<file path="config.mk">
export PLATFORM = sky130hd
export DESIGN_NAME = wb2av_bridge
export DESIGN_NICKNAME = d
export VERILOG_FILES = /design/src/rtl/wb2av_bridge.sv
export SDC_FILE = /design/constraint.sdc
export NUM_CORES = 1
export LEC_CHECK = 0
export CAP_MARGIN = 5
export CORE_MARGIN = 2
export CORE_UTILIZATION = 36
export CTS_BUF_LIST = sky130_fd_sc_hd__clkbuf_16
export DETAILED_ROUTE_END_ITERATION = 7
export PLACE_DENSITY = 0.87
export SYNTH_ARGS = -nofsm -noshare
export SYNTH_HDL_FRONTEND = slang
export SYNTH_SLANG_ARGS = --single-unit
</file>
<file path="constraint.sdc">
create_clock -name clk -period 1.55 [get_ports clk]
set_input_delay 0.31 -clock clk [delete_from_list [all_inputs] [get_ports clk]]
set_output_delay 0.31 -clock clk [all_outputs]
set_load 0.005 [all_outputs]
</file>
<file path="src/rtl/wb2av_bridge.sv">
// Wishbone B3 classic slave to Avalon-MM pipelined master bridge, one transfer in flight.
// Define WB2AV_TIMEOUT_EN to compile in the watchdog that ends hung transfers with wb_err.
module wb2av_bridge #(
    parameter int AW      = 32,
    parameter int DW      = 64,
    parameter int TIMEOUT = 255
) (
    input  logic            clk,
    input  logic            rst_n,
    input  logic            wb_cyc,
    input  logic            wb_stb,
    input  logic            wb_we,
    input  logic [AW-1:0]   wb_adr,
    input  logic [DW/8-1:0] wb_sel,
    input  logic [DW-1:0]   wb_dat_i,
    output logic [DW-1:0]   wb_dat_o,
    output logic            wb_ack,
    output logic            wb_err,
    output logic [AW-1:0]   av_address,
    output logic [DW/8-1:0] av_byteenable,
    output logic            av_read,
    output logic            av_write,
    output logic [DW-1:0]   av_writedata,
    input  logic            av_waitrequest,
    input  logic [DW-1:0]   av_readdata,
    input  logic            av_readdatavalid
);
    localparam int SW = DW / 8;

    typedef enum logic [1:0] {IDLE, CMD, RDWAIT, DONE} state_t;

    state_t          state_q, state_d;
    logic [AW-1:0]   av_address_q, av_address_d;
    logic [SW-1:0]   av_byteenable_q, av_byteenable_d;
    logic [DW-1:0]   av_writedata_q, av_writedata_d;
    logic            av_read_q, av_read_d;
    logic            av_write_q, av_write_d;
    logic [DW-1:0]   wb_dat_o_q, wb_dat_o_d;
    logic            wb_ack_q, wb_ack_d;
    logic            wb_err_q, wb_err_d;
    logic            we_q, we_d;
    logic            abort_q, abort_d;
    logic            timeout;

`ifdef WB2AV_TIMEOUT_EN
    localparam logic [15:0] TIMEOUT_W = 16'(TIMEOUT);

    logic [15:0] count_q, count_d;

    // Counter is zero on the first CMD cycle, so the limit trips after TIMEOUT busy cycles.
    always_comb begin
        count_d = '0;
        if (state_q == CMD || state_q == RDWAIT) begin
            count_d = count_q + 16'd1;
        end
    end

    assign timeout = (count_q + 16'd1) == TIMEOUT_W;

    always_ff @(posedge clk or negedge rst_n) begin
        if (!rst_n) begin
            count_q <= '0;
        end else begin
            count_q <= count_d;
        end
    end
`else
    logic unused_timeout;
    assign unused_timeout = ^TIMEOUT;
    assign timeout        = 1'b0;
`endif

    always_comb begin
        state_d         = state_q;
        av_address_d    = av_address_q;
        av_byteenable_d = av_byteenable_q;
        av_writedata_d  = av_writedata_q;
        av_read_d       = av_read_q;
        av_write_d      = av_write_q;
        wb_dat_o_d      = wb_dat_o_q;
        wb_ack_d        = 1'b0;
        wb_err_d        = 1'b0;
        we_d            = we_q;
        abort_d         = abort_q;

        case (state_q)
            IDLE: begin
                if (wb_cyc && wb_stb) begin
                    av_address_d    = wb_adr;
                    av_byteenable_d = wb_sel;
                    av_writedata_d  = wb_dat_i;
                    av_read_d       = !wb_we;
                    av_write_d      = wb_we;
                    we_d            = wb_we;
                    abort_d         = 1'b0;
                    state_d         = CMD;
                end
            end
            // An issued command cannot be withdrawn, so an abort only suppresses completion.
            CMD: begin
                abort_d = abort_q || !wb_cyc;
                if (!av_waitrequest) begin
                    av_read_d  = 1'b0;
                    av_write_d = 1'b0;
                    if (!we_q) begin
                        state_d = RDWAIT;
                    end else if (abort_d) begin
                        state_d = IDLE;
                    end else begin
                        wb_ack_d = 1'b1;
                        state_d  = DONE;
                    end
                end else if (timeout) begin
                    av_read_d  = 1'b0;
                    av_write_d = 1'b0;
                    if (abort_d) begin
                        state_d = IDLE;
                    end else begin
                        wb_err_d = 1'b1;
                        state_d  = DONE;
                    end
                end
            end
            RDWAIT: begin
                abort_d = abort_q || !wb_cyc;
                if (av_readdatavalid) begin
                    if (abort_d) begin
                        state_d = IDLE;
                    end else begin
                        wb_dat_o_d = av_readdata;
                        wb_ack_d   = 1'b1;
                        state_d    = DONE;
                    end
                end else if (timeout) begin
                    if (abort_d) begin
                        state_d = IDLE;
                    end else begin
                        wb_err_d = 1'b1;
                        state_d  = DONE;
                    end
                end
            end
            DONE: begin
                state_d = IDLE;
            end
            default: begin
                state_d = IDLE;
            end
        endcase
    end

    always_ff @(posedge clk or negedge rst_n) begin
        if (!rst_n) begin
            state_q         <= IDLE;
            av_address_q    <= '0;
            av_byteenable_q <= '0;
            av_writedata_q  <= '0;
            av_read_q       <= 1'b0;
            av_write_q      <= 1'b0;
            wb_dat_o_q      <= '0;
            wb_ack_q        <= 1'b0;
            wb_err_q        <= 1'b0;
            we_q            <= 1'b0;
            abort_q         <= 1'b0;
        end else begin
            state_q         <= state_d;
            av_address_q    <= av_address_d;
            av_byteenable_q <= av_byteenable_d;
            av_writedata_q  <= av_writedata_d;
            av_read_q       <= av_read_d;
            av_write_q      <= av_write_d;
            wb_dat_o_q      <= wb_dat_o_d;
            wb_ack_q        <= wb_ack_d;
            wb_err_q        <= wb_err_d;
            we_q            <= we_d;
            abort_q         <= abort_d;
        end
    end

    assign av_address    = av_address_q;
    assign av_byteenable = av_byteenable_q;
    assign av_writedata  = av_writedata_q;
    assign av_read       = av_read_q;
    assign av_write      = av_write_q;
    assign wb_dat_o      = wb_dat_o_q;
    assign wb_ack        = wb_ack_q;
    assign wb_err        = wb_err_q;

endmodule

</file>
After elaboration in Yosys (flattened, before gate mapping)
Index checks and enable logic that the tools add are counted.
Cells by class
  reductions and logical operators: 13
  bitwise gates (word level): 1
  equality and inequality tests: 6
  muxes and demuxes: 18
Operators by type and width (count)
  two-way mux 2 bit: 5
  AND reduction 3 bit: 3
  two-way mux 1 bit: 8
  case mux 1 bit (2 select lines): 4
  case mux 2 bit (4 select lines): 1
  != test 2 bit, second input constant: 3
  == test 2 bit, second input constant: 2
  AND reduction 2 bit: 2
  nonzero test 2 bit: 2
  == test 2 x 1 -> 1 bit, second input constant: 1
  zero test 1 bit: 2
  zero test 2 bit: 1
  OR reduction 2 bit: 1
  logical AND 1 bit: 1
  logical OR 1 bit: 1
  NOT 1 bit: 1
Word-level totals
  logic and storage cells: 48
  output and inout port bits: 172
  register bits: 175
  input bits: 175

Longest topological paths before layout
Gate-level depths: netlist of the first run.
  depth after elaboration: 6
  depth in mapped cells: 8
  depth with buffers taken out: 5

Worst setup path after synthesis of the first run
Ideal clock, no wire load.
  path kind: register to register
  start point: register state_q[0]
  end point: register av_writedata_q[28], in the netlist av_writedata[28]
  data required time: 1.425 ns
  stages on the path, launching flop included: 8
  path slack: -0.149 ns
  period minus slack after synthesis: 1.699 ns
  data arrival time: 1.575 ns
  cells stage by stage: dfrtp_1 -> inv_1 -> ha_1 -> and3_1 -> buf_2 -> buf_6 -> buf_6 -> mux2_2
On the way
  cells in the longest elaborated chain, start to end: 2
Ends and longest elaborated chain
  start: declaration: line 32  | state_t state_q, state_d;
  start signal: assignment: line 166  | state_q <= state_d;
  zero test 2 bit: line 86  | case (state_q)
  AND reduction 2 bit (no source line)
  end signal: assignment: line 169  | av_writedata_q <= av_writedata_d;
  end: declaration: line 35  | logic [DW-1:0] av_writedata_q, av_writedata_d;
No other way between the ends.
A chain may end at the register's enable or synchronous reset.

Worst setup path after layout of the first run
  start point: register state_q[0]
  end point: register av_writedata_q[51], in the netlist av_writedata[51]
The elaborated chain is that of the path after synthesis.

==> flow_metrics.tcl, run 1 <==
set metrics [dict create \
    syn_nets 575 \
    final-setup-viol-count 99 \
    portBuffers 345 \
    ys_types 29 \
    status "finished, violations left" \
    syn_inst 396 \
    yosysWarnings 0 \
    die_x_um 142 \
    path_clk_slew_ns 0.08 \
    gp_congestion 0.775 \
    die_area_um2 20200 \
    cts_tree "done" \
    post-route-cell-area_um2 12100 \
    synth_area_um2 6880 \
    root_buffer "clkbuf_16" \
    core_um2 18700 \
    cts_buffers 17 \
    cp.required_ns 1.85 \
    routed_wl_um 20600 \
    synth_top_cell_by_area "dfrtp_1" \
    drv_slew 0 \
    met2_usage_pct 33.1 \
    async_reset_ff_share_pct 100 \
    synth_ff_type "dfrtp_1" \
    syn_avg_cell_area_um2 17.4 \
    pin_count 347 \
    drc 0 \
    vdd_drop_max_mv 0.995 \
    drt_iter0_drc 161 \
    setup_slack_ns -0.0650 \
    overflow 0 \
    hp-class "in -> async" \
    finalClockSkew_ns 0.00997 \
    dr.pass1.iters 4 \
    period_minus_slack_ns 1.61 \
    busiest_layer "met2" \
    maxCapViolCount 0 \
    worstSetupPathType "reg -> reg" \
    met3_usage_pct 6.39 \
    nets 992 \
    syn2layout_area_growth_pct 75.4 \
    synth.area.top_cells "dfrtp_1, mux2_2, mux2_4, buf_6, mux2_1" \
    violations "negative setup slack" \
    track_usage_pct 19.0 \
    ys_top_cells_by_count "dfrtp_1, mux2_2, mux2_4" \
    yosys_register_bits 175 \
    leakage_uw 0.00593 \
    finalSetupTns_ns -3.22 \
    seqCellArea_um2 4380 \
    clock_path_buffers 2 \
    n_antenna_cell 0 \
    post_dp_cell_area_um2 10900 \
    yosysTopAreaCellShare_pct 63.7 \
    multi_input_area_um2 2690 \
    dp_slack_ns -0.358 \
    start_util_pct 36.8 \
    worst_ep_arrival_time_ns 1.91 \
    grt_use_met1_pct 22.0 \
    htreeDepth 4 \
    rows 50 \
    clk_latency_ns 0.42 \
    synth_edf_count 0 \
    p_per_area_nw_per_um2 1790 \
    yosysMostFrequentCell "dfrtp_1" \
    hold_violations 0 \
    grt_max_degree 39 \
    crit_path_end_kind "flip-flop" \
    crit_fanout 9 \
    grt_pass1_vias 5473 \
    routedWlPerCell_um 19.4 \
    clock-sinks 175 \
    finalCritPeriodShare_pct 104 \
    fmax_mhz 619 \
    drive_gt1_share_pct 34.4 \
    fill_cells 1351 \
    cp-start-kind "flip-flop" \
    fp.dieH_um 142 \
    power_uw 21600 \
    fin_util_pct 64.5 \
    ant_nets 0 \
    num_vias 5024 \
    dp_hpwl_um 13900 \
    antenna_found_initial 0 \
    vias_per_cell 4.74 \
    seq_area_frac_synth_pct 63.7 \
    rsz0062_at_grt "true" \
    grt_pass1_wl_um 29600 \
]
[cells by family (layout without fill, tap and decap cells)]
logic type / count (synthesis) / in the layout / synth area share (%)
compound gates: 14 / 14 / 1.62
flops: 175 / 175 / 63.7
mux: 169 / 169 / 30.3
simple gates: 9 / 10 / 0.873
fa+ha+maj: 4 / 4 / 0.728
other cells: 1 / 1 / 0.0545
buf+inv: 24 / 453 / 2.71
[final cells by class]
type,instances,share of cell area [%]
clock buffer,17,3.53
multi-input combinational,198,22.3
timing repair buffer,418,34.0
inverter,3,0.0933
tap,234,2.43
clock inverter,15,1.39
sequential,175,36.3
[critical path, cell delays in order, from the launching register on]
cell,delay (ns)
dfrtp_1,0.39
inv_2,0.09
ha_4,0.15
and3_4,0.18
buf_12,0.17
clkbuf_16,0.18
mux2_4,0.31
[stage by stage]
step	hold slack (ns)	cells
2_1_floorplan	0.0144	396
5_1_grt	0.381	1060
4_1_cts	0.371	1053
3_3_place_gp	0.258	983
3_5_place_dp	0.258	983
6_report	0.361	1060
[cell usage in the layout (no fill, tap or decap), drive strengths merged, types with 3 or more instances in the layout]
master and n:
dfrtp 175, clkdlybuf4s50 173, dlygate4sd2 171, mux2 169
buf 68, clkbuf 22, inv 12, ha 4
clkinv 4, a21o 3
[per-layer routing]
metal / part of all wire (%) / up-vias
met3: 7.4 / 36
met4: 2.5 / 0
met2: 51 / 230
met5: 0 / -
li1: - / 2240
met1: 39 / 2518
[flip-flops by register name, indices dropped and copies added (netlist names)]
name,cells
av_writedata,64
wb_dat_o,64
av_address,32
av_byteenable,8
state_q,2
abort_q,1
av_read,1
av_write,1
wb_ack,1
we_q,1
[where the power goes]
group	internal [uW]	leakage, uW	total (uW)	switching [uW]
registers	6780	0.00213	7970	1200
clock network	2310	0.000291	4330	2020
logic	6300	0.00351	9280	2980
[path summary, 6_finish.rpt]
path / startpoint / to / slack, ns / depth (start not counted)
max reg2reg: state_q[0] / av_writedata[51] / -0.06 / 6
min: rst_n / av_address[10] / 0.36 / 2
min in group clk: av_readdata[33] / wb_dat_o[33] / 0.50 / 2
min reg2reg: abort_q / abort_q / 0.50 / 1
max in group asynchronous: rst_n / wb_dat_o[62] / 0.63 / 3
max: state_q[0] / av_writedata[51] / -0.06 / 6
[repair_timing]
action	4_1_cts	5_1_grt
setup endpoints to repair	325	137
hold buffers	1	0
cloned	2	6
hold endpoints to repair	30	0
gates resized for setup	179	64
setup buffers	35	1
Note: power is estimated with default switching activity, not from simulation.
==> inputs of run 2 (changes only) <==
Settings changed: ABC_CLOCK_PERIOD_IN_PS from default to 1550.
==> results of run 2 <==
No change in the layout: final DEF, timing and power equal those of run 1.
